--- src/rtl/pipeline_hazard_ctrl_if.sv ---
// Bundle between pipeline_hazard_ctrl and the pipeline registers it steers.
// The master side is the pipeline; the slave side is the hazard controller.
interface pipeline_hazard_ctrl_if #(
    parameter int unsigned NSTAGE = 5,
    parameter int unsigned CNT_W  = 32
);
    logic [NSTAGE-1:0] busy;
    logic              load_use;
    logic              redirect;
    logic              trap;
    logic [NSTAGE-1:0] stall;
    logic [NSTAGE-1:0] flush;
    logic              redirect_pend;
    logic [CNT_W-1:0]  stall_cycles;
    logic              hang;

    modport master (
        output busy, load_use, redirect, trap,
        input  stall, flush, redirect_pend, stall_cycles, hang
    );

    modport slave (
        input  busy, load_use, redirect, trap,
        output stall, flush, redirect_pend, stall_cycles, hang
    );
endinterface

--- src/rtl/pipeline_hazard_ctrl.sv ---
// Per-stage stall/flush generation for the in-order core, with deferred F flush
// behind an outstanding fetch, a saturating stall-cycle counter and a hang watchdog.
module pipeline_hazard_ctrl #(
    parameter int unsigned NSTAGE      = 5,
    parameter int unsigned HAZ_STAGE   = 2,
    parameter int unsigned REDIR_STAGE = 3,
    parameter int unsigned CNT_W       = 32,
    parameter int unsigned TIMEOUT     = 1024
) (
    input  logic                   clk,
    input  logic                   resetn,
    pipeline_hazard_ctrl_if.slave  hif
);
    localparam int unsigned SW    = $clog2(NSTAGE + 1);
    localparam int unsigned RUN_W = $clog2(TIMEOUT + 1);
    localparam logic [SW-1:0]    HAZ_IDX  = SW'(HAZ_STAGE);
    localparam logic [SW-1:0]    REDIR_IDX = SW'(REDIR_STAGE);
    localparam logic [RUN_W-1:0] RUN_MAX  = RUN_W'(TIMEOUT);
    localparam logic [RUN_W-1:0] RUN_LAST = RUN_W'(TIMEOUT - 1);

    typedef enum logic {
        ST_IDLE,
        ST_PEND
    } state_t;

    state_t            r_state;
    state_t            w_state_nxt;
    logic [CNT_W-1:0]  r_cnt;
    logic [RUN_W-1:0]  r_run;
    logic              r_hang;

    logic              w_busy_vld;
    logic [SW-1:0]     w_busy_top;
    logic              w_src_vld;
    logic [SW-1:0]     w_src;
    logic              w_redir_acc;
    logic [NSTAGE-1:0] w_stall;
    logic [NSTAGE-1:0] w_flush;

    // Stall source: highest busy stage, promoted to HAZ_STAGE by a load-use hazard.
    always_comb begin
        w_busy_vld = 1'b0;
        w_busy_top = '0;
        for (int unsigned i = 0; i < NSTAGE; i++) begin
            if (hif.busy[i]) begin
                w_busy_vld = 1'b1;
                w_busy_top = SW'(i);
            end
        end
        w_src_vld = w_busy_vld;
        w_src     = w_busy_top;
        if (hif.load_use && (!w_busy_vld || (HAZ_IDX > w_busy_top))) begin
            w_src_vld = 1'b1;
            w_src     = HAZ_IDX;
        end
        w_redir_acc = hif.redirect && !hif.trap && (!w_src_vld || (w_src < REDIR_IDX));
    end

    always_comb begin
        w_stall     = '0;
        w_flush     = '0;
        w_state_nxt = r_state;
        if (!resetn) begin
            w_state_nxt = ST_IDLE;
        end else if (hif.trap) begin
            for (int unsigned j = 0; j < NSTAGE; j++) begin
                w_stall[j] = w_busy_vld && (j <= 32'(w_busy_top));
                w_flush[j] = !hif.busy[j];
            end
            // A non-busy F is flushed by the trap itself, so no deferral is left over.
            w_state_nxt = hif.busy[1] ? ST_PEND : ST_IDLE;
        end else begin
            for (int unsigned j = 0; j < NSTAGE; j++) begin
                w_stall[j] = w_src_vld && (j <= 32'(w_src));
                if (w_src_vld && (j == 32'(w_src) + 1)) begin
                    w_flush[j] = 1'b1;
                end
            end
            if (w_redir_acc) begin
                for (int unsigned j = 2; j < REDIR_STAGE; j++) begin
                    w_flush[j] = 1'b1;
                end
            end
            // New and pending redirects share one F flush once the fetch returns.
            if (w_redir_acc || (r_state == ST_PEND)) begin
                if (hif.busy[1]) begin
                    w_state_nxt = ST_PEND;
                end else begin
                    w_flush[1]  = 1'b1;
                    w_state_nxt = ST_IDLE;
                end
            end
        end
    end

    always_ff @(posedge clk) begin
        if (!resetn) begin
            r_state <= ST_IDLE;
            r_cnt   <= '0;
            r_run   <= '0;
            r_hang  <= 1'b0;
        end else begin
            r_state <= w_state_nxt;
            if (w_stall[0]) begin
                if (r_cnt != '1) begin
                    r_cnt <= r_cnt + 1'b1;
                end
                if (r_run != RUN_MAX) begin
                    r_run <= r_run + 1'b1;
                end
                if (r_run >= RUN_LAST) begin
                    r_hang <= 1'b1;
                end
            end else begin
                r_run <= '0;
            end
        end
    end

    assign hif.stall         = w_stall;
    assign hif.flush         = w_flush;
    assign hif.redirect_pend = (r_state == ST_PEND);
    assign hif.stall_cycles  = r_cnt;
    assign hif.hang          = r_hang;
endmodule
--- src/flat_wrapper.sv ---
// flat-port wrapper written by rule: the top's interface ports become plain ports
module pipeline_hazard_ctrl_flat 
#(
    parameter int unsigned NSTAGE      = 5,
    parameter int unsigned HAZ_STAGE   = 2,
    parameter int unsigned REDIR_STAGE = 3,
    parameter int unsigned CNT_W       = 32,
    parameter int unsigned TIMEOUT     = 1024
)
  (clk, resetn, hif_busy, hif_load_use, hif_redirect, hif_trap, hif_stall, hif_flush, hif_redirect_pend, hif_stall_cycles, hif_hang);
  pipeline_hazard_ctrl_if #(.NSTAGE(NSTAGE), .CNT_W(CNT_W)) hif_i ();
  input  logic clk;
  input  logic resetn;
  input wire logic [$bits(hif_i.busy)-1:0] hif_busy;
  input wire logic [$bits(hif_i.load_use)-1:0] hif_load_use;
  input wire logic [$bits(hif_i.redirect)-1:0] hif_redirect;
  input wire logic [$bits(hif_i.trap)-1:0] hif_trap;
  output wire logic [$bits(hif_i.stall)-1:0] hif_stall;
  output wire logic [$bits(hif_i.flush)-1:0] hif_flush;
  output wire logic [$bits(hif_i.redirect_pend)-1:0] hif_redirect_pend;
  output wire logic [$bits(hif_i.stall_cycles)-1:0] hif_stall_cycles;
  output wire logic [$bits(hif_i.hang)-1:0] hif_hang;
  assign hif_i.busy = hif_busy;
  assign hif_i.load_use = hif_load_use;
  assign hif_i.redirect = hif_redirect;
  assign hif_i.trap = hif_trap;
  assign hif_stall = hif_i.stall;
  assign hif_flush = hif_i.flush;
  assign hif_redirect_pend = hif_i.redirect_pend;
  assign hif_stall_cycles = hif_i.stall_cycles;
  assign hif_hang = hif_i.hang;
  pipeline_hazard_ctrl #(.NSTAGE(NSTAGE), .HAZ_STAGE(HAZ_STAGE), .REDIR_STAGE(REDIR_STAGE), .CNT_W(CNT_W), .TIMEOUT(TIMEOUT)) u_core (.clk(clk), .resetn(resetn), .hif(hif_i));
endmodule
--- config.mk ---
export PLATFORM = sky130hd
export DESIGN_NAME = pipeline_hazard_ctrl_flat
export DESIGN_NICKNAME = d
export VERILOG_FILES = /design/src/rtl/pipeline_hazard_ctrl_if.sv /design/src/rtl/pipeline_hazard_ctrl.sv /design/src/flat_wrapper.sv
export SDC_FILE = /design/constraint.sdc
export NUM_CORES = 1
export LEC_CHECK = 0
export ABC_CLOCK_PERIOD_IN_PS = 4500
export CORE_MARGIN = 3
export CORE_UTILIZATION = 54
export DETAILED_ROUTE_END_ITERATION = 10
export PLACE_DENSITY = 0.85
export SYNTH_ARGS = -nofsm -noshare
export SYNTH_HDL_FRONTEND = slang
export SYNTH_SLANG_ARGS = --single-unit
--- constraint.sdc ---
create_clock -name clk -period 4.5 [get_ports clk]
set_input_delay 1.125 -clock clk [delete_from_list [all_inputs] [get_ports clk]]
set_output_delay 1.125 -clock clk [all_outputs]
set_load 0.05 [all_outputs]
==> results of run 1 <==
[worst max-delay path: cells and delay by family]
kind | cells | cell delay [ps]
buffers and inverters | 4 | 990
AOI/OAI and AO/OA | 1 | 280
adders and majority gates | 1 | 330
and+or+nand+nor | 1 | 280
[cells in the mapped netlist, drive strengths merged, types with 3 or more instances]
library cell	number
buf	5
o31ai	13
nor2	26
a21oi	24
dfxtp	45
o21ai	16
mux2i	4
nand2	27
or3	13
clkbuf	6
nor3	5
and3	3
xor2	6
nor4	8
o211ai	5
nand4	12
ha	4
inv	18
nand3	16
o311ai	3
or4	9
[power breakdown]
part / leakage, nW / internal (mW) / total [mW] / switching (mW)
Combinational: 0.585 / 0.0511 / 0.132 / 0.0813
Clock: 0.0443 / 0.122 / 0.249 / 0.127
Sequential: 0.364 / 0.406 / 0.416 / 0.0107
Total: 0.993 / 0.579 / 0.798 / 0.219
[metrics by stage]
stage	cell area [µm²]	power [mW]	std cells	utilization, %	setup slack, ps
after floorplan	2410	0.504	293	-	472
after global placement	3040	0.556	388	73.2	433
after detailed placement	3040	0.558	388	73.2	386
after CTS	3120	0.803	395	75.3	377
after global routing	3120	0.828	395	75.3	231
final	3120	0.798	395	75.3	357
[worst max-delay path by stage]
stage	start	to	slack, ps
2_1_floorplan	hif_busy[3]	hif_flush[3]	470
3_3_place_gp	hif_busy[4]	hif_flush[3]	430
3_5_place_dp	hif_busy[4]	hif_flush[3]	390
4_1_cts	hif_busy[4]	hif_flush[3]	380
5_1_grt	hif_busy[4]	hif_flush[3]	230
6_report	hif_busy[4]	hif_flush[3]	360
[final cells by class]
| class | instances | share of cell area (%) |
|---|---|---|
| clock buffers | 7 | 2.77 |
| inverters | 18 | 2.16 |
| multi-input cells | 219 | 43.7 |
| flip-flops and latches | 45 | 28.9 |
| well taps | 50 | 2.00 |
| repair buffers | 56 | 20.5 |
[layer usage]
metal	GRT usage (%)	vias up	share of wire (%)
met5	0	-	0
met4	7.58	0	1.1
met3	3.99	6	6.2
met2	36.3	73	46
met1	28.4	1104	47
li1	-	1183	-
[cell families (layout without fill, tap and decap cells)]
group / count (synthesis) / in the layout / share of synthesized area [%]
DFF: 45 / 45 / 37.4
muxes: 5 / 5 / 2.13
adders and majority gates: 4 / 4 / 2.08
xor gates and xnor gates: 8 / 8 / 2.91
AOI/OAI and AO/OA: 73 / 73 / 21.1
and+or+nand+nor: 129 / 129 / 28.4
buffers and inverters: 29 / 81 / 5.97
[sequential cells by signal, indices dropped and copies added (netlist names)]
name,cells
u_core.hif.hang,1
u_core.hif.redirect_pend,1
u_core.r_run,11
u_core.hif.stall_cycles,32
==> impl_metrics.tcl, run 1 <==
set metrics [dict create \
    num_vias 2366 \
    place.port_buffers 53 \
    setup_tns_ps 0 \
    dr.pass1.iters 4 \
    path_cells "clkdlybuf4s50_1, inv_1, ha_1, inv_1, o31a_1, nor3_1, buf_12" \
    diodes 0 \
    netlist_top_cells_area "dfxtp_1 37%, nand2_1 4.2%, nor2_1 4.1%" \
    holdWs_ps 449 \
    multiInputGateArea_mm2 0.00136 \
    synth_edf_count 0 \
    worstSkewPairLatency_ps 290 \
    setup_violations 0 \
    synth_nets 307 \
    num_rows 23 \
    core_mm2 0.00414 \
    initial_utilization_pct 58.1 \
    fin_skew_ps 5.43 \
    irDropWorstVdd_uv 159 \
    grt_max_degree 30 \
    layout_commonest_cell "dfxtp_1" \
    rsz0062_at_grt "false" \
    grt_pass1_wl_mm 9.33 \
    synth.top_cell.area_share_pct 37.4 \
    post_cts_buffers 0 \
    grt_pass1_vias 2096 \
    cts_tree "yes" \
    critPathMostFrequentCell "inv_1" \
    crit_fanout 8 \
    post-dp-hpwl_mm 3.98 \
    period_minus_slack_ps 4140 \
    grt_usage_pct 21.9 \
    arrival_ps 3020 \
    ff_latch_area_um2 901 \
    dieWidth_um 72.8 \
    async_flop_share_pct 0 \
    maxCapViolations 0 \
    routed_via_density 5.99 \
    slowest_stage "clkdlybuf4s50_1" \
    p_leak_nw 0.993 \
    r2r_start "u_core.hif.stall_cycles[0]$_SDFFE_PN0P_" \
    grt-ovfl-total 0 \
    whs_path_depth 2 \
    clkTransAtPathRegs_ps 80 \
    ant_nets 0 \
    cts_hold_buf 0 \
    cts.sinks 45 \
    crit_required_ps 3380 \
    syn_to_final_growth_pct 29.6 \
    slew-limit-headroom_pct 31.8 \
    fp.dieArea_mm2 0.00530 \
    avgSynthCellArea_um2 8.22 \
    drive_above_1_share_pct 9.57 \
    cp-end-kind "output pin" \
    hold_viol_final 0 \
    outcome "complete, no violations" \
    power.density_mw_per_mm2 256 \
    drt_iter0_markers 142 \
    cts_resized 0 \
    min-delay-start "u_core.hif.hang$_SDFFE_PN0P_" \
    final_cell_mix "45 x dfxtp_1, 43 x clkdlybuf4s50_1, 27 x nand2_1" \
    wire_per_inst_um 14.2 \
    worstSetupPathType "primary input to output pin" \
    nNetsFinal 359 \
    finalCritPeriodShare_pct 92.1 \
    htree_levels 2 \
    synth_cell_types 46 \
    synth_area_mm2 0.00241 \
    fillers 328 \
    ys.flop_type "dfxtp_1" \
    cpPeakStageDelay_ps 610 \
    reg2reg_slack_ps 1660 \
    drt-total-wl_mm 5.59 \
    hold_end "u_core.hif.hang$_SDFFE_PN0P_" \
    startpoint_type "primary input" \
    finalMaxSlewViolations 0 \
    numCtsBuffers 5 \
    drc 0 \
    worst_pin_slew_ps 1020 \
    yosys_warnings 0 \
    yosysSeqAreaShare_pct 37.4 \
    synth_seq_cells 45 \
    gp_congestion 0.961 \
    reg2reg_depth 6 \
    cts-root-buf "clkbuf_8" \
    clockBufferDepth 2 \
    r2r-end "u_core.hif.stall_cycles[7]$_SDFFE_PN0P_" \
    die_h_um 72.8 \
    top_level_ports 54 \
    synth_area_leader_cell "dfxtp_1" \
    antenna_found_initial 0 \
    fmaxAchievable_mhz 241 \
    syn_inst 293 \
    hp-class "flip-flop to flip-flop" \
]
Note: power is estimated with default switching activity, not from simulation.
==> run 2: changes to the inputs <==
--- a/config.mk
+++ b/config.mk
@@ -6,7 +6,6 @@
 export NUM_CORES = 1
 export LEC_CHECK = 0
 export ABC_CLOCK_PERIOD_IN_PS = 4500
-export CORE_MARGIN = 3
 export CORE_UTILIZATION = 54
 export DETAILED_ROUTE_END_ITERATION = 10
 export PLACE_DENSITY = 0.85
==> run 2 against run 1 <==
Against the previous run:
- final cell count up 0.25%
- combinational power hardly changed
- worst hold slack improved by 3.5 ps
- global-route usage is 4.2 points higher
- register-to-register slack barely moved
==> impl_metrics.tcl, run 2 (same netlist as run 1, synthesis figures left out) <==
set metrics [dict create \
    hp-class "flip-flop to flip-flop" \
    startpoint_type "primary input" \
    cp-end-kind "output pin" \
    switching_share_pct 27.4 \
    htree_levels 2 \
    path_cells "clkdlybuf4s50_1, inv_1, ha_1, inv_1, o31a_1, nor3_1, buf_12" \
    hold_viol_final 0 \
    fin_skew_ps 5.41 \
    slew-limit-headroom_pct 30.2 \
    crit_fanout 8 \
    rsz0062_at_grt "false" \
    r2r_start "u_core.hif.stall_cycles[0]$_SDFFE_PN0P_" \
    post-dp-hpwl_mm 4.13 \
    reg2reg_depth 6 \
    layout_commonest_cell "dfxtp_1" \
    drive_above_1_share_pct 10.1 \
    setup_violations 0 \
    cpPeakStageDelay_ps 630 \
    wire_per_inst_um 14.7 \
    dr.pass1.iters 4 \
    gp_congestion 0.813 \
    numCtsBuffers 5 \
    grt_max_degree 30 \
    largest_reg_flops 32 \
    power.internal_mw 0.623 \
    drt-total-wl_mm 5.83 \
    clkTransAtPathRegs_ps 90 \
    cts_tree "yes" \
    worst_pin_slew_ps 1050 \
    clockBufferDepth 2 \
    place.port_buffers 53 \
    finalCritPeriodShare_pct 93.0 \
    antenna_found_initial 0 \
    worstSkewPairLatency_ps 300 \
    finalMaxSlewViolations 0 \
    crit_required_ps 3380 \
    period_minus_slack_ps 4190 \
    final_util_pct 76.0 \
    p_leak_nw 1.00 \
    routed_via_density 6.05 \
    dieWidth_um 68.8 \
    critPathMostFrequentCell "inv_1" \
    irDropWorstVdd_uv 262 \
    grt_pass1_vias 2129 \
    hold_end "u_core.hif.hang$_SDFFE_PN0P_" \
    fmaxAchievable_mhz 239 \
    drc 0 \
    post-place-ws_ps 336 \
    cts.sinks 45 \
    initial_utilization_pct 58.1 \
    post_cts_buffers 0 \
    combPwrFrac_pct 15.6 \
    cts-root-buf "clkbuf_8" \
    cts_resized 0 \
    syn_to_final_growth_pct 30.8 \
    seq_power_share_pct 48.5 \
    fp.dieArea_mm2 0.00473 \
    fillers 316 \
    num_vias 2394 \
    final_cell_mix "45 x dfxtp_1, 43 x clkdlybuf4s50_1, 27 x nand2_1" \
    min-delay-start "u_core.hif.hang$_SDFFE_PN0P_" \
    outcome "complete, no violations" \
    layout_setup_ws_ps 314 \
    nNetsFinal 359 \
    core_mm2 0.00414 \
    power.density_mw_per_mm2 273 \
    arrival_ps 3060 \
    p_sw_mw 0.236 \
    maxCapViolations 0 \
    diodes 0 \
    die_h_um 68.8 \
    reg2reg_slack_ps 1670 \
    whs_path_depth 2 \
    clkPwrFrac_pct 35.9 \
    drt_iter0_markers 93 \
    slowest_stage "clkdlybuf4s50_1" \
    num_rows 23 \
    top_level_ports 54 \
    setup_tns_ps 0 \
    grt-ovfl-total 0 \
    grt_usage_pct 26.1 \
    grt_pass1_wl_mm 9.32 \
    r2r-end "u_core.hif.stall_cycles[7]$_SDFFE_PN0P_" \
    worstSetupPathType "primary input to output pin" \
    ant_nets 0 \
    cts_hold_buf 0 \
]
run 2: changes by cell type in the layout (fill, tap and decap cells not counted):
cell / change
bufinv_16: +1
clkbuf_1: -1
clkbuf_8: -1
clkinv_4: +1
clkinvlp_4: +1
run 2: final cells by class:
type	instances	area, µm²	area share, %
Clock buffer	5	68.8	2.18
Clock inverter	3	46.3	1.47
Inverter	18	67.6	2.14
Multi-Input combinational cell	219	1360	43.3
Sequential cell	45	901	28.6
Tap cell	50	62.6	1.99
Timing Repair Buffer	56	641	20.3
run 2: metal layers:
| layer | global-route usage, % | part of all wire, % | wire [µm] |
|---|---|---|---|
| met5 | 0 | 0 | 0 |
| met4 | 7.14 | 0.77 | 45 |
| met3 | 6.09 | 7.1 | 415 |
| met2 | 47.5 | 48 | 2800 |
| met1 | 30.3 | 44 | 2570 |
run 2: critical path, delay by kind of cell:
| kind | cells | cell delay, ps |
|---|---|---|
| simple gates | 1 | 300 |
| buf+inv | 4 | 1020 |
| compound gates | 1 | 290 |
| fa+ha+maj | 1 | 340 |
run 2: power by group through the flow:
stage	logic [mW]	registers, mW	clock network (mW)
3_5_place_dp	0.134	0.425	0
5_1_grt	0.143	0.418	0.329
6_report	0.134	0.416	0.309
2_1_floorplan	0.0622	0.442	0
4_1_cts	0.134	0.416	0.313
3_3_place_gp	0.130	0.425	0
run 2: how the worst max path moves through the flow:
| stage | startpoint | endpoint | cells after the start |
|---|---|---|---|
| 4_1_cts | hif_busy[4] | hif_flush[3] | 7 |
| 3_3_place_gp | hif_busy[4] | hif_flush[3] | 7 |
| 2_1_floorplan | hif_busy[3] | hif_flush[3] | 5 |
| 5_1_grt | hif_busy[4] | hif_flush[3] | 7 |
| 3_5_place_dp | hif_busy[4] | hif_flush[3] | 7 |
| 6_report | hif_busy[4] | hif_flush[3] | 7 |
run 2: per-stage QoR:
stage | std cells | hold WS, ps | total power [mW] | cell area, µm²
finish | 396 | 452 | 0.859 | 3150
floorplan | 293 | 463 | 0.504 | 2410
detailed placement | 388 | 448 | 0.559 | 3040
global route | 396 | 477 | 0.889 | 3150
global placement | 388 | 436 | 0.555 | 3040
CTS | 396 | 461 | 0.863 | 3150
==> run 3: changes to the inputs <==
--- a/config.mk
+++ b/config.mk
@@ -5,10 +5,11 @@
 export SDC_FILE = /design/constraint.sdc
 export NUM_CORES = 1
 export LEC_CHECK = 0
+export ABC_AREA = 1
 export ABC_CLOCK_PERIOD_IN_PS = 4500
-export CORE_UTILIZATION = 54
+export CORE_UTILIZATION = 58
 export DETAILED_ROUTE_END_ITERATION = 10
-export PLACE_DENSITY = 0.85
+export PLACE_DENSITY = 0.87
 export SYNTH_ARGS = -nofsm -noshare
 export SYNTH_HDL_FRONTEND = slang
 export SYNTH_SLANG_ARGS = --single-unit
==> run 3 against run 2 <==
Against the previous run:
- synthesized cell count is 73% higher
- clock skew shrank 1.7 ps
- combinational power is 31% higher
- register-to-register slack gained 940 ps
- global-route usage grew 0.90 points
- final cell count is 59% higher
- clock power grew 16%
- total power is 12% higher
- core utilization is 2.0 points lower
- critical path type unchanged
- highest routed layer unchanged
==> impl_metrics.tcl, run 3 <==
set metrics [dict create \
    hp-class "flip-flop to flip-flop" \
    power.total_mw 0.964 \
    grt-ovfl-total 0 \
    netlist_top_cells_area "dfxtp_1 29%, nand2_1 23%, nor2_1 9.5%" \
    syn_inst 506 \
    setup_tns_ps 0 \
    slew-limit-headroom_pct 65.2 \
    synthMostInstantiatedCell "nand2_1" \
    worstSetupPathType "primary input to output pin" \
    dieWidth_um 74.8 \
    crit_required_ps 3380 \
    worst_pin_slew_ps 520 \
    wire_per_inst_um 11.5 \
    htree_levels 2 \
    synth_area_leader_cell "dfxtp_1" \
    hold_viol_final 0 \
    synth_seq_cells 45 \
    worstSkewPairLatency_ps 300 \
    irDropWorstVdd_uv 169 \
    setup_violations 0 \
    yosys-top-cells-count "191 x nand2_1, 78 x nor2_1, 60 x inv_1, 45 x dfxtp_1, 27 x nand3_1" \
    cts_tree "yes" \
    finalMaxSlewViolations 0 \
    maxCapViolations 0 \
    outcome "complete, no violations" \
    slowest_stage "clkdlybuf4s50_1" \
    drive_above_1_share_pct 8.60 \
    fp.dieArea_mm2 0.00560 \
    die_h_um 74.8 \
    num_rows 26 \
    cts-root-buf "clkbuf_8" \
    drc 0 \
    power.density_mw_per_mm2 255 \
    numCtsBuffers 5 \
    final_util_pct 74.1 \
    async_flop_share_pct 0 \
    antenna_found_initial 0 \
    post-dp-hpwl_mm 5.51 \
    arrival_ps 3020 \
    cp-end-kind "output pin" \
    synth_edf_count 0 \
    diodes 0 \
    gp_congestion 0.951 \
    layout_commonest_cell "nand2_1" \
    syn_to_final_growth_pct 22.9 \
    fin_skew_ps 3.72 \
    drt-total-wl_mm 7.22 \
    grt_usage_pct 27.0 \
    grt_max_degree 30 \
    crit_fanout 5 \
    top_level_ports 54 \
    cts_resized 0 \
    ant_nets 0 \
    clockBufferDepth 2 \
    crit_family "buffers and inverters" \
    cts_hold_buf 0 \
    grt_pass1_wl_mm 11.7 \
    num_vias 3119 \
    initial_utilization_pct 60.3 \
    nNetsFinal 571 \
    cp_num_buf_inv 4 \
    startpoint_type "primary input" \
    avgSynthCellArea_um2 6.08 \
    cts.sinks 45 \
    ys.flop_type "dfxtp_1" \
    place.port_buffers 53 \
    cpPeakStageDelay_ps 550 \
    synth_area_mm2 0.00308 \
    yosysSeqAreaShare_pct 29.3 \
    fillers 439 \
    synth_nets 520 \
    fmaxAchievable_mhz 241 \
    grt_pass1_vias 2691 \
    synth_cell_types 29 \
    core_mm2 0.00511 \
    largest_reg_flops 32 \
    yosys_warnings 0 \
    synth.top_cell.area_share_pct 29.3 \
    routed_via_density 4.97 \
    dr.pass1.iters 7 \
    drt_iter0_markers 188 \
    path_cells "clkdlybuf4s50_1, inv_1, nand2_1, nor2_1, ha_1, inv_1, o21ai_0, nand2_1, a21oi_1, buf_12" \
    clkTransAtPathRegs_ps 80 \
    rsz0062_at_grt "false" \
    period_minus_slack_ps 4150 \
    post_cts_buffers 0 \
    final_cell_mix "191 x nand2_1, 78 x nor2_1, 60 x inv_1" \
    finalCritPeriodShare_pct 92.2 \
    p_leak_nw 1.49 \
]
[run 3: cell types whose count changed after synthesis, moves of 5 or more]
cell / previous run / this run
o31ai_1: 12 / 0
nand3_1: 16 / 27
nor2_1: 26 / 78
o211ai_1: 5 / 0
a21oi_2: 5 / 20
nand4_1: 11 / 6
a21oi_1: 19 / 10
xor2_1: 6 / 16
or3_1: 13 / 0
or4_1: 8 / 0
nand2_1: 27 / 191
nor4_1: 8 / 0
inv_1: 16 / 60
[run 3: cells by family after synthesis]
family                     synth area share, %
and+or+nand+nor                           43.0
xor gates and xnor gates                  5.98
adders and majority gates                 1.63
DFF                                       29.3
buffers and inverters                     10.6
AOI/OAI and AO/OA                         9.59
[run 3: cell type report]
| cell class | instances | area, µm² | area share [%] |
|---|---|---|---|
| Tap cell | 70 | 87.6 | 2.32 |
| Multi-Input combinational cell | 387 | 1850 | 49.0 |
| Clock buffer | 5 | 68.8 | 1.82 |
| Clock inverter | 3 | 65.1 | 1.72 |
| Inverter | 62 | 235 | 6.22 |
| Timing Repair Buffer | 56 | 573 | 15.2 |
| Sequential cell | 45 | 901 | 23.8 |
[run 3: worst min-delay path, cell delays in order, from the launching register on]
cell and delay, ps:
dfxtp_1 330, a21oi_1 40, nor2_1 70
[run 3: power by group]
| part | switching [mW] | total (mW) | internal (mW) |
|---|---|---|---|
| sequential | 0.0148 | 0.430 | 0.415 |
| combinational | 0.115 | 0.175 | 0.0601 |
| clock | 0.139 | 0.359 | 0.221 |
[run 3: path summary, 6_finish.rpt]
kind | from | depth (start not counted) | slack [ps] | to
max | hif_busy[4] | 10 | 350 | hif_flush[0]
min | u_core.hif.hang$_SDFFE_PN0P_ | 2 | 470 | u_core.hif.hang$_SDFFE_PN0P_
max reg2reg | u_core.hif.stall_cycles[0]$_SDFFE_PN0P_ | 10 | 2610 | u_core.hif.stall_cycles[22]$_SDFFE_PN0P_
min reg2reg | u_core.hif.hang$_SDFFE_PN0P_ | 2 | 470 | u_core.hif.hang$_SDFFE_PN0P_
[run 3: stage by stage]
stage | worst slack (ps) | hold slack [ps] | cell area [µm²] | cells
2_1_floorplan | 648 | 482 | 3080 | 506
4_1_cts | 364 | 479 | 3780 | 628
6_report | 352 | 471 | 3780 | 628
3_3_place_gp | 444 | 451 | 3650 | 620
5_1_grt | 149 | 495 | 3780 | 628
3_5_place_dp | 372 | 459 | 3650 | 620
[run 3: metal layers]
metal | routed length [µm] | GRT usage (%) | share of wire (%)
met1 | 3480 | 36.8 | 48
met2 | 3290 | 44.4 | 46
met3 | 360 | 4.42 | 5.0
met4 | 89 | 6.71 | 1.2
met5 | 0 | 0 | 0
==> RTL edit 1 (settings of run 1) <==
`NSTAGE` is set to 5 in 3 places; all go to 6.
--- a/src/rtl/pipeline_hazard_ctrl_if.sv
+++ b/src/rtl/pipeline_hazard_ctrl_if.sv
@@ -3,3 +3,3 @@
 interface pipeline_hazard_ctrl_if #(
-    parameter int unsigned NSTAGE = 5,
+    parameter int unsigned NSTAGE = 6,
     parameter int unsigned CNT_W  = 32
--- a/src/rtl/pipeline_hazard_ctrl.sv
+++ b/src/rtl/pipeline_hazard_ctrl.sv
@@ -3,3 +3,3 @@
 module pipeline_hazard_ctrl #(
-    parameter int unsigned NSTAGE      = 5,
+    parameter int unsigned NSTAGE      = 6,
     parameter int unsigned HAZ_STAGE   = 2,
--- a/src/flat_wrapper.sv
+++ b/src/flat_wrapper.sv
@@ -3,3 +3,3 @@
 #(
-    parameter int unsigned NSTAGE      = 5,
+    parameter int unsigned NSTAGE      = 6,
     parameter int unsigned HAZ_STAGE   = 2,
Interface: changed (resized hif_busy, hif_flush and hif_stall); port bits go from 54 to 57. No check against the original RTL was run, so the function may have changed too.
==> RTL edit 1 against run 1 <==
  * Sequential cell count is the same
  * Power grew 4.4%
  * Final area grew 5.3%
  * Setup slack gained 0.12 ns
  * Maximum frequency grew 3.1%
  * Via count grew 10%
  * Synthesized area grew 2.3%
  * Routed wire length grew 16%
  * Core utilization grew 2.9 points
  * Critical endpoint is now hif_stall[0]
  * Largest cell class unchanged
==> RTL edit 1: results (changes against run 1) <==
metric,value,unit,change
synth_fp_nets,325,,+5.9%
cts.path.max_buffers,2,,unchanged
ctsRootBufferMaster,clkbuf_8,,
grt_use_met3,7.250,%,+3.3 points
synth_top_cells_by_count,"dfxtp_1, nand2_1, nor2_1, a21oi_1, nand3_1",,
hold_path_class,reg2reg,,
arrival,2.90,ns,-0.12 ns
antenna_cells,0,,unchanged
drtIter0Drc,155,,+9.2%
synthCells,311,,+6.1%
antenna_found_initial,0,,unchanged
dpl.cell_count,410,,+5.7%
cp_slowest_cell,clkdlybuf4s50_1,,
portBuffers,56,,+5.7%
ir_drop,0.1842,mV,+16%
drt-met1-wl,2723,um,+4.1%
post_cts_buffers,0,,unchanged
drv_cap,0,,unchanged
dr_wl_met2,3041,um,+18%
place.gp.congestion,0.8477,,-12%
largest_register_ffs,32,,unchanged
clkLatencyLatePin,0.30,ns,
nFillCells,306,,-6.7%
power_leakage,1.089,nW,+9.7%
wirelength,6476,um,+16%
status,"finished, final reports clean",,
viasPerCell,6.244,,+4.2%
ys_seq_area_share,36.57,%,-0.84 points
async_flop_share,0,%,unchanged
dr_wl_met3,670,um,+94%
place_hpwl,4686,um,+18%
cts_buffers,5,,unchanged
yosysWarnings,0,,unchanged
grt_util_met2,39.76,%,+3.5 points
grt_pass1_vias,2405,,+15%
ant_nets,0,,unchanged
vias,2610,,+10%
grt_usage,24.31,%,+2.5 points
fin_nets,381,,+6.1%
worst_pin_slew,0.9825,ns,-0.03978 ns
crit_fanout,15,,+7
path_delay_family,buffers and inverters,,
grt_max_degree,23,,-23%
use_met1,31.16,%,+2.7 points
htreeDepth,2,,unchanged
drtPass1Iterations,5,,+1
skew,0.01355,ns,+0.008125 ns
drive_gt1_share,9.783,%,+0.22 points
grt_pass1_wl,10550,um,+13%
synth_area_leaders,"dfxtp_1, a21oi_1, nand2_1",,
highest_layer,met4,,
post-place-ws,0.5365,ns,+0.1501 ns
startpoint_type,input port,,
synthFlopType,dfxtp_1,,
slowest_delay,0.50,ns,-0.11 ns
ys_types,45,,-2.2%
RTL edit 1: cell families after synthesis:
family,share of synthesized area (%)
buffers and inverters,4.316
adders and majority gates,1.524
and+or+nand+nor,35.65
AOI/OAI and AO/OA,16.25
DFF,36.57
muxes,2.489
xor gates and xnor gates,3.200
RTL edit 1: where the power goes:
part | internal, mW | switching, mW | leakage, nW
Clock | 0.167 | 0.143 | 0.0554
Combinational | 0.0473 | 0.0672 | 0.670
Sequential | 0.403 | 0.00592 | 0.364
RTL edit 1: final timing paths:
| check | startpoint | end | slack [ns] | depth (start not counted) |
|---|---|---|---|---|
| setup reg to reg | u_core.hif.stall_cycles[0]$_SDFFE_PN0P_ | u_core.hif.stall_cycles[1]$_SDFFE_PN0P_ | 2.09 | 6 |
| hold reg to reg | u_core.hif.stall_cycles[31]$_SDFFE_PN0P_ | u_core.hif.stall_cycles[31]$_SDFFE_PN0P_ | 0.49 | 2 |
| hold / removal | u_core.hif.stall_cycles[31]$_SDFFE_PN0P_ | u_core.hif.stall_cycles[31]$_SDFFE_PN0P_ | 0.49 | 2 |
| setup / recovery | hif_busy[1] | hif_stall[0] | 0.48 | 5 |
RTL edit 1: layout make-up:
cell class,instances,area [um^2],area share [%]
clock inverter,2,38.79,1.180
sequential,45,900.9,27.41
tap,50,62.56,1.903
clock buffer,6,72.57,2.208
inverter,11,41.29,1.256
timing repair buffer,61,708.2,21.55
multi-input combinational,243,1463,44.50
RTL edit 1: through the flow:
step | hold slack [ns] | area [um^2]
finish | 0.4915 | 3287
global route | 0.5243 | 3287
CTS | 0.4975 | 3287
detailed placement | 0.4847 | 3176
global placement | 0.4688 | 3176
floorplan | 0.4908 | 2464
==> RTL edit 2 (config.mk and constraints of run 1) <==
Made on the original files. Make the reset (`resetn`) asynchronous in one clocked block.
--- a/src/rtl/pipeline_hazard_ctrl.sv
+++ b/src/rtl/pipeline_hazard_ctrl.sv
@@ -95,3 +95,3 @@
 
-    always_ff @(posedge clk) begin
+    always_ff @(posedge clk or negedge resetn) begin
         if (!resetn) begin
Function: differs if resetn is asserted again (counterexample within 4 cycles, from zero or initial values and one cycle with resetn low); with resetn held inactive, the same outputs for 10 cycles.
==> RTL edit 2 against run 1 <==
  * Final area down 4.0%
  * Synthesized area down 3.0%
  * Routed wire length down 9.8%
  * Highest routed layer unchanged
  * Die area down 2.7%
  * Maximum frequency up 8.8%
  * Register-to-register slack better by 0.57 ns
  * Setup slack better by 0.34 ns
  * Via count down 19%
  * Sequential cell count unchanged
Power is not compared: it rests on default switching activity, and its combinational part moved more than twofold at a synthesized area within 25%.
==> RTL edit 2: results (changes against run 1) <==
metric,value,unit,change
synth_area_leaders,"dfrtp_1, xnor2_1, xor2_1",,
grt_max_degree,48,,+60%
r2r-start,u_core.hif.stall_cycles[0]$_DFFE_PN0P_,,
fin_nets,308,,-14%
hold_depth,1,,-1
hold_ws,0.4873,ns,+0.03845 ns
ff2ff_setup_slack,2.23,ns,+0.57 ns
worst_pin_slew,0.6691,ns,-0.3531 ns
synth_fp_nets,251,,-18%
async_flop_share,100.0,%,+100 points
place_hpwl,3601,um,-9.6%
synth_top_cells_by_count,"dfrtp_1, nor2_1, nand2_1, xnor2_1, nand4_1",,
grt_pass1_vias,1830,,-13%
ctsRootBufferMaster,clkbuf_8,,
place.gp.congestion,0.7944,,-17%
wirelength,5043,um,-9.8%
final_max_slew_viol_count,0,,unchanged
grt_pass1_wl,8390,um,-10%
worstHoldStart,u_core.hif.stall_cycles[12]$_DFFE_PN0P_,,
drtIter0Drc,102,,-28%
status,"finished, final reports clean",,
synthFlopType,dfrtp_1,,
post_cts_buffers,0,,unchanged
crit_fanout,7,,-1
skew,0.002845,ns,-0.002580 ns
ys_types,39,,-15%
grt_usage,20.61,%,-1.2 points
ys_seq_area_share,48.18,%,+11 points
hold_path_class,reg2reg,,
r2r_end,u_core.hif.stall_cycles[26]$_DFFE_PN0P_,,
min_to,u_core.hif.stall_cycles[12]$_DFFE_PN0P_,,
## RTL edit 2: cell types whose count changed after synthesis, moves of 12 or more
| cell | before | now |
|---|---|---|
| xnor2_1 | 2 | 23 |
| or3_1 | 13 | 1 |
| dfrtp_1 | 0 | 45 |
| dfxtp_1 | 45 | 0 |
| o21ai_0 | 15 | 1 |
| a21oi_1 | 19 | 5 |
## RTL edit 2: per-layer routing
layer	up-vias	track usage (%)	routed length, um
met5	-	0	0
met4	0	6.054	40
met3	4	4.348	172
met2	47	34.59	2568
met1	928	26.95	2261
li1	945	-	-
## RTL edit 2: how the worst max path moves through the flow
stage | start | to | cells after the start | slack (ns)
2_1_floorplan | hif_busy[2] | hif_flush[1] | 4 | 0.79
3_3_place_gp | hif_trap | hif_flush[0] | 4 | 0.71
3_5_place_dp | hif_trap | hif_flush[0] | 4 | 0.68
4_1_cts | hif_trap | hif_flush[0] | 4 | 0.68
5_1_grt | hif_trap | hif_flush[0] | 4 | 0.60
6_report | hif_trap | hif_flush[0] | 4 | 0.69
## RTL edit 2: report_power, final
group	total [mW]	switching (mW)	leakage, nW	internal, mW
logic	0.342	0.223	0.602	0.119
clock network	0.245	0.123	0.0443	0.122
registers	0.502	0.0582	0.580	0.443
total	1.09	0.405	1.23	0.684
## RTL edit 2: stage by stage
step           area, um^2  instances  power [mW]  setup WS (ns)
2_1_floorplan        2337        238      0.7225         0.7870
6_report             2997        345       1.089         0.6935
5_1_grt              2997        345       1.136         0.6019
3_5_place_dp         2910        338      0.8478         0.6836
4_1_cts              2997        345       1.095         0.6839
3_3_place_gp         2910        338      0.8431         0.7068
## RTL edit 2: layout make-up
| cell class | count | area, um^2 |
|---|---|---|
| Clock buffer | 7 | 86.33 |
| Fill cell | 302 | 1090 |
| Inverter | 5 | 18.77 |
| Multi-Input combinational cell | 182 | 1162 |
| Sequential cell | 45 | 1126 |
| Tap cell | 50 | 62.56 |
| Timing Repair Buffer | 56 | 540.5 |
## RTL edit 2: logic make-up after synthesis
group,share of synthesized area (%)
compound gates,6.157
xor+xnor,14.61
fa+ha+maj,1.606
buf+inv,2.088
flops,48.18
mux,0.4818
simple gates,26.87
